### config.mk
export PLATFORM = sky130hd
export DESIGN_NAME = big_subtractor
export DESIGN_NICKNAME = d
export VERILOG_FILES = /design/src/rtl/big_subtractor.sv
export SDC_FILE = /design/constraint.sdc
export NUM_CORES = 1
export LEC_CHECK = 0
export BUFFER_PORTS_ARGS = -buffer_cell sky130_fd_sc_hd__buf_4
export CAP_MARGIN = 20
export CORE_ASPECT_RATIO = 1.75
export CORE_MARGIN = 2
export CORE_UTILIZATION = 52
export DETAILED_ROUTE_END_ITERATION = 16
export GPL_TIMING_DRIVEN = 0
export HOLD_SLACK_MARGIN = 0.02
export PLACE_DENSITY = 0.75
export SETUP_SLACK_MARGIN = 0.05
export SLEW_MARGIN = 20
export SYNTH_ARGS = -nofsm -noshare
export SYNTH_HDL_FRONTEND = slang
export SYNTH_SLANG_ARGS = --single-unit
### constraint.sdc
create_clock -name clock -period 1.74 [get_ports clock]
set_input_delay 0.087 -clock clock [delete_from_list [all_inputs] [get_ports clock]]
set_output_delay 0.087 -clock clock [all_outputs]
set_load 0.1 [all_outputs]
### src/rtl/big_subtractor.sv
// -----------------------------------------------------------------------------
// big_subtractor
//
// Two-stage pipelined 17-bit minus 8-bit unsigned subtractor.
//   Stage 1 subtracts the subtrahend from the low byte of the minuend and
//   captures the resulting low-byte borrow.
//   Stage 2 propagates that borrow into the upper 9 bits. It then publishes
//   the difference, the final borrow and the bookkeeping outputs.
// One operand pair is accepted every cycle, with no backpressure. A result
// appears one edge after the edge that accepted its operands.
//
// Ports
//   clock        : single clock; all state changes on its rising edge
//   reset        : synchronous, active-high; clears all state
//   in_valid     : in1/in2 hold an operand pair to accept this cycle
//   in1[16:0]    : minuend, unsigned
//   in2[7:0]     : subtrahend, unsigned (zero-extended to 17 bits)
//   clear_flag   : clears the sticky underflow flag
//   out_valid    : one-cycle pulse per result
//   out[16:0]    : (in1 - in2) mod 2^17
//   borrow       : in1 < in2 for the result on out
//   underflow    : sticky record that some result had borrow = 1
//   result_count : number of results delivered, modulo 256
// -----------------------------------------------------------------------------
module big_subtractor (
    input  logic        clock,
    input  logic        reset,
    input  logic        in_valid,
    input  logic [16:0] in1,
    input  logic [7:0]  in2,
    input  logic        clear_flag,
    output logic        out_valid,
    output logic [16:0] out,
    output logic        borrow,
    output logic        underflow,
    output logic [7:0]  result_count
);

    localparam int LO_W = 8;
    localparam int HI_W = 9;

    // Stage-1 pipeline registers
    logic            s1_valid;
    logic [LO_W-1:0] s1_d_lo;
    logic            s1_b8;
    logic [HI_W-1:0] s1_hi;

    // Combinational helpers
    logic [LO_W:0]   lo_diff;      // 9-bit low-byte difference; MSB is the borrow
    logic [HI_W-1:0] hi_dec;       // upper bits after absorbing the low-byte borrow
    logic            borrow_next;  // borrow for the whole 17-bit result

    // NOTE: every signal written in always_comb gets a default at the top, so no path leaves it unassigned and no latch is inferred.
    always_comb begin
        lo_diff     = '0;
        hi_dec      = '0;
        borrow_next = 1'b0;

        // Extending both operands by one zero bit makes the MSB of the
        // difference equal to (in1[7:0] < in2). No separate comparator is needed.
        lo_diff     = {1'b0, in1[LO_W-1:0]} - {1'b0, in2};

        hi_dec      = s1_hi - {{(HI_W-1){1'b0}}, s1_b8};
        // The full result goes negative only when the upper bits are all zero
        // and the low byte still has to borrow.
        borrow_next = (s1_hi == '0) && s1_b8;
    end

    // Stage 1: low-byte subtraction
    // NOTE: sequential state is updated with non-blocking assignments (<=). Every register then samples pre-edge values, independent of block ordering.
    // NOTE: the datapath registers are reset as well as the valid bit. An aborted operand then leaves no trace in the pipeline.
    always_ff @(posedge clock) begin
        if (reset) begin
            s1_valid <= 1'b0;
            s1_d_lo  <= '0;
            s1_b8    <= 1'b0;
            s1_hi    <= '0;
        end else begin
            s1_valid <= in_valid;
            if (in_valid) begin
                s1_d_lo <= lo_diff[LO_W-1:0];
                s1_b8   <= lo_diff[LO_W];
                s1_hi   <= in1[16:LO_W];
            end
        end
    end

    // Stage 2: borrow propagation and result publication
    always_ff @(posedge clock) begin
        if (reset) begin
            out_valid    <= 1'b0;
            out          <= '0;
            borrow       <= 1'b0;
            underflow    <= 1'b0;
            result_count <= '0;
        end else begin
            out_valid <= s1_valid;

            // out and borrow hold their values between results.
            if (s1_valid) begin
                out          <= {hi_dec, s1_d_lo};
                borrow       <= borrow_next;
                result_count <= result_count + 8'd1;
            end

            // Setting the flag takes priority over a simultaneous clear.
            if (s1_valid && borrow_next) begin
                underflow <= 1'b1;
            end else if (clear_flag) begin
                underflow <= 1'b0;
            end
        end
    end

endmodule

==> flow_summary.json <==
{
  "status": "completed",
  "cts_tree": "built",
  "grt_pass1_vias": 1810,
  "yosys.area_share.adder_pct": 7.09,
  "setup_tns_ps": 0,
  "place_congestion": 0.757,
  "crit_buf_inv": 1,
  "fin_skew_ps": 6.91,
  "antennaDiodeCount": 0,
  "io_buffers": 54,
  "yosys.area_share.simple_pct": 17.5,
  "synth-compound-area-share_pct": 12.0,
  "antenna_found_initial": 0,
  "rrSetupSlack_ps": 100,
  "yosysTopAreaCell": "dfxtp_1",
  "netlist_area_mm2": 0.00222,
  "drtPass1Iterations": 4,
  "wl_met1_um": 1750,
  "min_period_over_period_pct": 94.2,
  "drc_errors": 0,
  "timing.fmax_ghz": 0.610,
  "finalHoldViolCount": 0,
  "crit_arrival_ps": 1850,
  "drive_gt1_share_pct": 27.6,
  "synth_top_family_by_area": "simple AND/OR/NAND/NOR gates",
  "critical_path.top_delay_family": "simple AND/OR/NAND/NOR gates",
  "cts_sinks": 47,
  "drt-initial-drc-count": 21,
  "leakagePower_nw": 1.27,
  "hp-class": "in -> reg",
  "min_from": "in1[11]",
  "fin_crit_ps": 1640,
  "synthMuxAreaShare_pct": 9.45,
  "grt_use_total_pct": 21.0,
  "synthTopCellsByArea": "dfxtp_1 (42%), mux2i_1 (9.4%), nor2_1 (6.9%), ha_1 (6.2%), xor2_1 (2.8%)",
  "synth-edff-count": 0,
  "cp-end-kind": "flop",
  "die_w_um": 53.4,
  "synth_fp_nets": 275,
  "nNetsFinal": 337,
  "setup_ws_ps": 101,
  "synth_cells": 234,
  "clk_pin_slew_ps": 80,
  "netlist-cell-type-count": 48,
  "grt_max_degree": 14,
  "hold_buffers": 0,
  "totalWireLength_um": 4660,
  "h-tree-depth": 2,
  "synth_top_area_share_pct": 42.3,
  "grt_overflow": 0,
  "slowest_delay_ps": 460,
  "p_total_mw": 2.46,
  "drv_slew": 0,
  "cts_buffers": 5,
  "place_inst": 337,
  "vias_per_cell": 5.31,
  "setup_viol": 0,
  "min_delay_worst_endpoint": "s1_hi[3]$_SDFFE_PP0P_",
  "place_ws_ps": 42.1,
  "cap_viol_max_count": 0,
  "worstMarginPinSlew_ps": 518,
  "power.density_mw_per_mm2": 869,
  "crit_fanout": 4,
  "ir_worst_vdd_mv": 0.570,
  "crit_path_start_kind": "flop",
  "num_rows": 31,
  "crit_type": "reg -> reg",
  "clock_latency_ps": 300,
  "syn_avg_cell_area_um2": 9.51,
  "cp_data_required_time_ps": 1950,
  "async_reset_ff_share_pct": 0,
  "path_depth": 5,
  "core_mm2": 0.00411,
  "dieArea_mm2": 0.00484,
  "pin_count": 57,
  "hpwlAfterDp_um": 3520,
  "dr_wl_met3_um": 149,
  "start_util_pct": 54.1,
  "clock_path_buffers": 2,
  "wl_per_cell_um": 13.5,
  "ys_top_cells_by_count": "dfxtp_1 (47), nor2_1 (41), mux2i_1 (21)",
  "grt_pass1_wl_um": 7610,
  "ant_nets": 0,
  "cp_slowest_cell": "or4_4",
  "routed.top_layer": "met4",
  "rsz0062_at_grt": "false",
  "synth_flop_cell": "dfxtp_1",
  "whs_path_depth": 3,
  "synth_xor_area_share_pct": 4.72,
  "ys_warn_count": 0,
  "via_count": 1836,
  "slew_headroom_pct": 65.5,
  "r2r.worst_path.cells": 5,
  "ys_ff_latch": 47,
  "chipHeight_um": 90.5,
  "synth_most_common_cell": "dfxtp_1",
  "cp_cell_sequence": "ha_4 > inv_1 > or4_4 > or3_1 > a311oi_1",
  "clockRootBuffer": "clkbuf_8",
  "synthToLayoutAreaGrowth_pct": 27.2,
  "reg2reg_to": "out[13]$_SDFFE_PP0P_",
  "regToRegStartpoint": "s1_b8$_SDFFE_PP0P_",
  "fin_cells": 346,
  "yosysSeqAreaShare_pct": 42.3,
  "dr_wl_met2_um": 2630
}
-- cells in the final DEF, fill, tap and decap left out, types with 4 or more instances in the layout --
master,n
ha_1,10
dfxtp_2,8
a211oi_1,8
clkbuf_8,7
clkbuf_1,5
xnor2_1,5
xor2_1,7
mux2i_1,21
nand4_1,5
nand2b_1,5
buf_4,55
a21oi_1,9
nor2_1,41
o21ai_1,4
inv_1,13
nand2_1,6
dfxtp_1,39
-- where the power goes --
part	internal [mW]	switching [mW]	leakage [nW]
combinational	0.211	0.366	0.826
clock	0.363	0.340	0.0515
sequential	1.14	0.0441	0.389
total	1.71	0.750	1.27
-- cell families after synthesis --
logic type                 after synthesis
xor gates and xnor gates                12
AOI/OAI and AO/OA                       38
DFF                                     47
muxes                                   21
adders and majority gates               12
and+or+nand+nor                         77
buffers and inverters                   27
-- flip-flops by register name, indices dropped and copies added, names as in the netlist --
name,count
s1_hi,9
s1_d_lo,8
out_valid,1
s1_b8,1
result_count,8
out,17
s1_valid,1
underflow,1
borrow,1
-- per-stage QoR --
step | cell area, um^2 | util, % | hold WS (ps)
6_report | 2830 | 68.8 | 26.0
5_1_grt | 2830 | 68.8 | 44.7
2_1_floorplan | 2230 | - | 234
3_5_place_dp | 2700 | 65.6 | 335
3_3_place_gp | 2700 | 65.6 | 326
4_1_cts | 2800 | 68.1 | 22.4
-- worst reg2reg max path, delay by kind of cell (launching register included) --
| family | cells | cell delay (ps) |
|---|---|---|
| DFF | 1 | 370 |
| and+or+nand+nor | 2 | 800 |
| adders and majority gates | 1 | 140 |
| buffers and inverters | 1 | 50 |
| AOI/OAI and AO/OA | 1 | 210 |
-- timing repair --
action / 4_1_cts / 5_1_grt
pin swaps: 1 / 0
cloned: 0 / 0
hold endpoints to repair: 0 / 0
setup endpoints to repair: 1 / 2
buffers inserted: 0 / 1
gates resized for setup: 1 / 5
-- worst max-delay path by stage --
stage          slack (ps)                      endpoint                          from
2_1_floorplan         130  result_count[7]$_SDFFE_PP0P_  result_count[6]$_SDFFE_PP0P_
3_3_place_gp           90          out[13]$_SDFFE_PP0P_         s1_hi[0]$_SDFFE_PP0P_
3_5_place_dp           40          out[13]$_SDFFE_PP0P_         s1_hi[0]$_SDFFE_PP0P_
4_1_cts                70          out[15]$_SDFFE_PP0P_         s1_hi[0]$_SDFFE_PP0P_
5_1_grt                40          out[13]$_SDFFE_PP0P_            s1_b8$_SDFFE_PP0P_
6_report              100          out[13]$_SDFFE_PP0P_            s1_b8$_SDFFE_PP0P_
-- area by class of cell --
| class | count | area, um^2 |
|---|---|---|
| plain buffers | 13 | 101 |
| clock buffers | 8 | 100 |
| well taps | 49 | 61.3 |
| flip-flops and latches | 47 | 951 |
| multi-input cells | 160 | 1150 |
| fillers | 367 | 1280 |
| inverters | 14 | 52.6 |
| repair buffers | 55 | 413 |
-- routing by layer --
layer / vias to the layer above / global-route usage [%]
li1: 937 / -
met5: - / 0
met3: 10 / 3.64
met1: 850 / 19.9
met2: 39 / 40.0
met4: 0 / 9.83
Power figures use the tool's default switching activity.
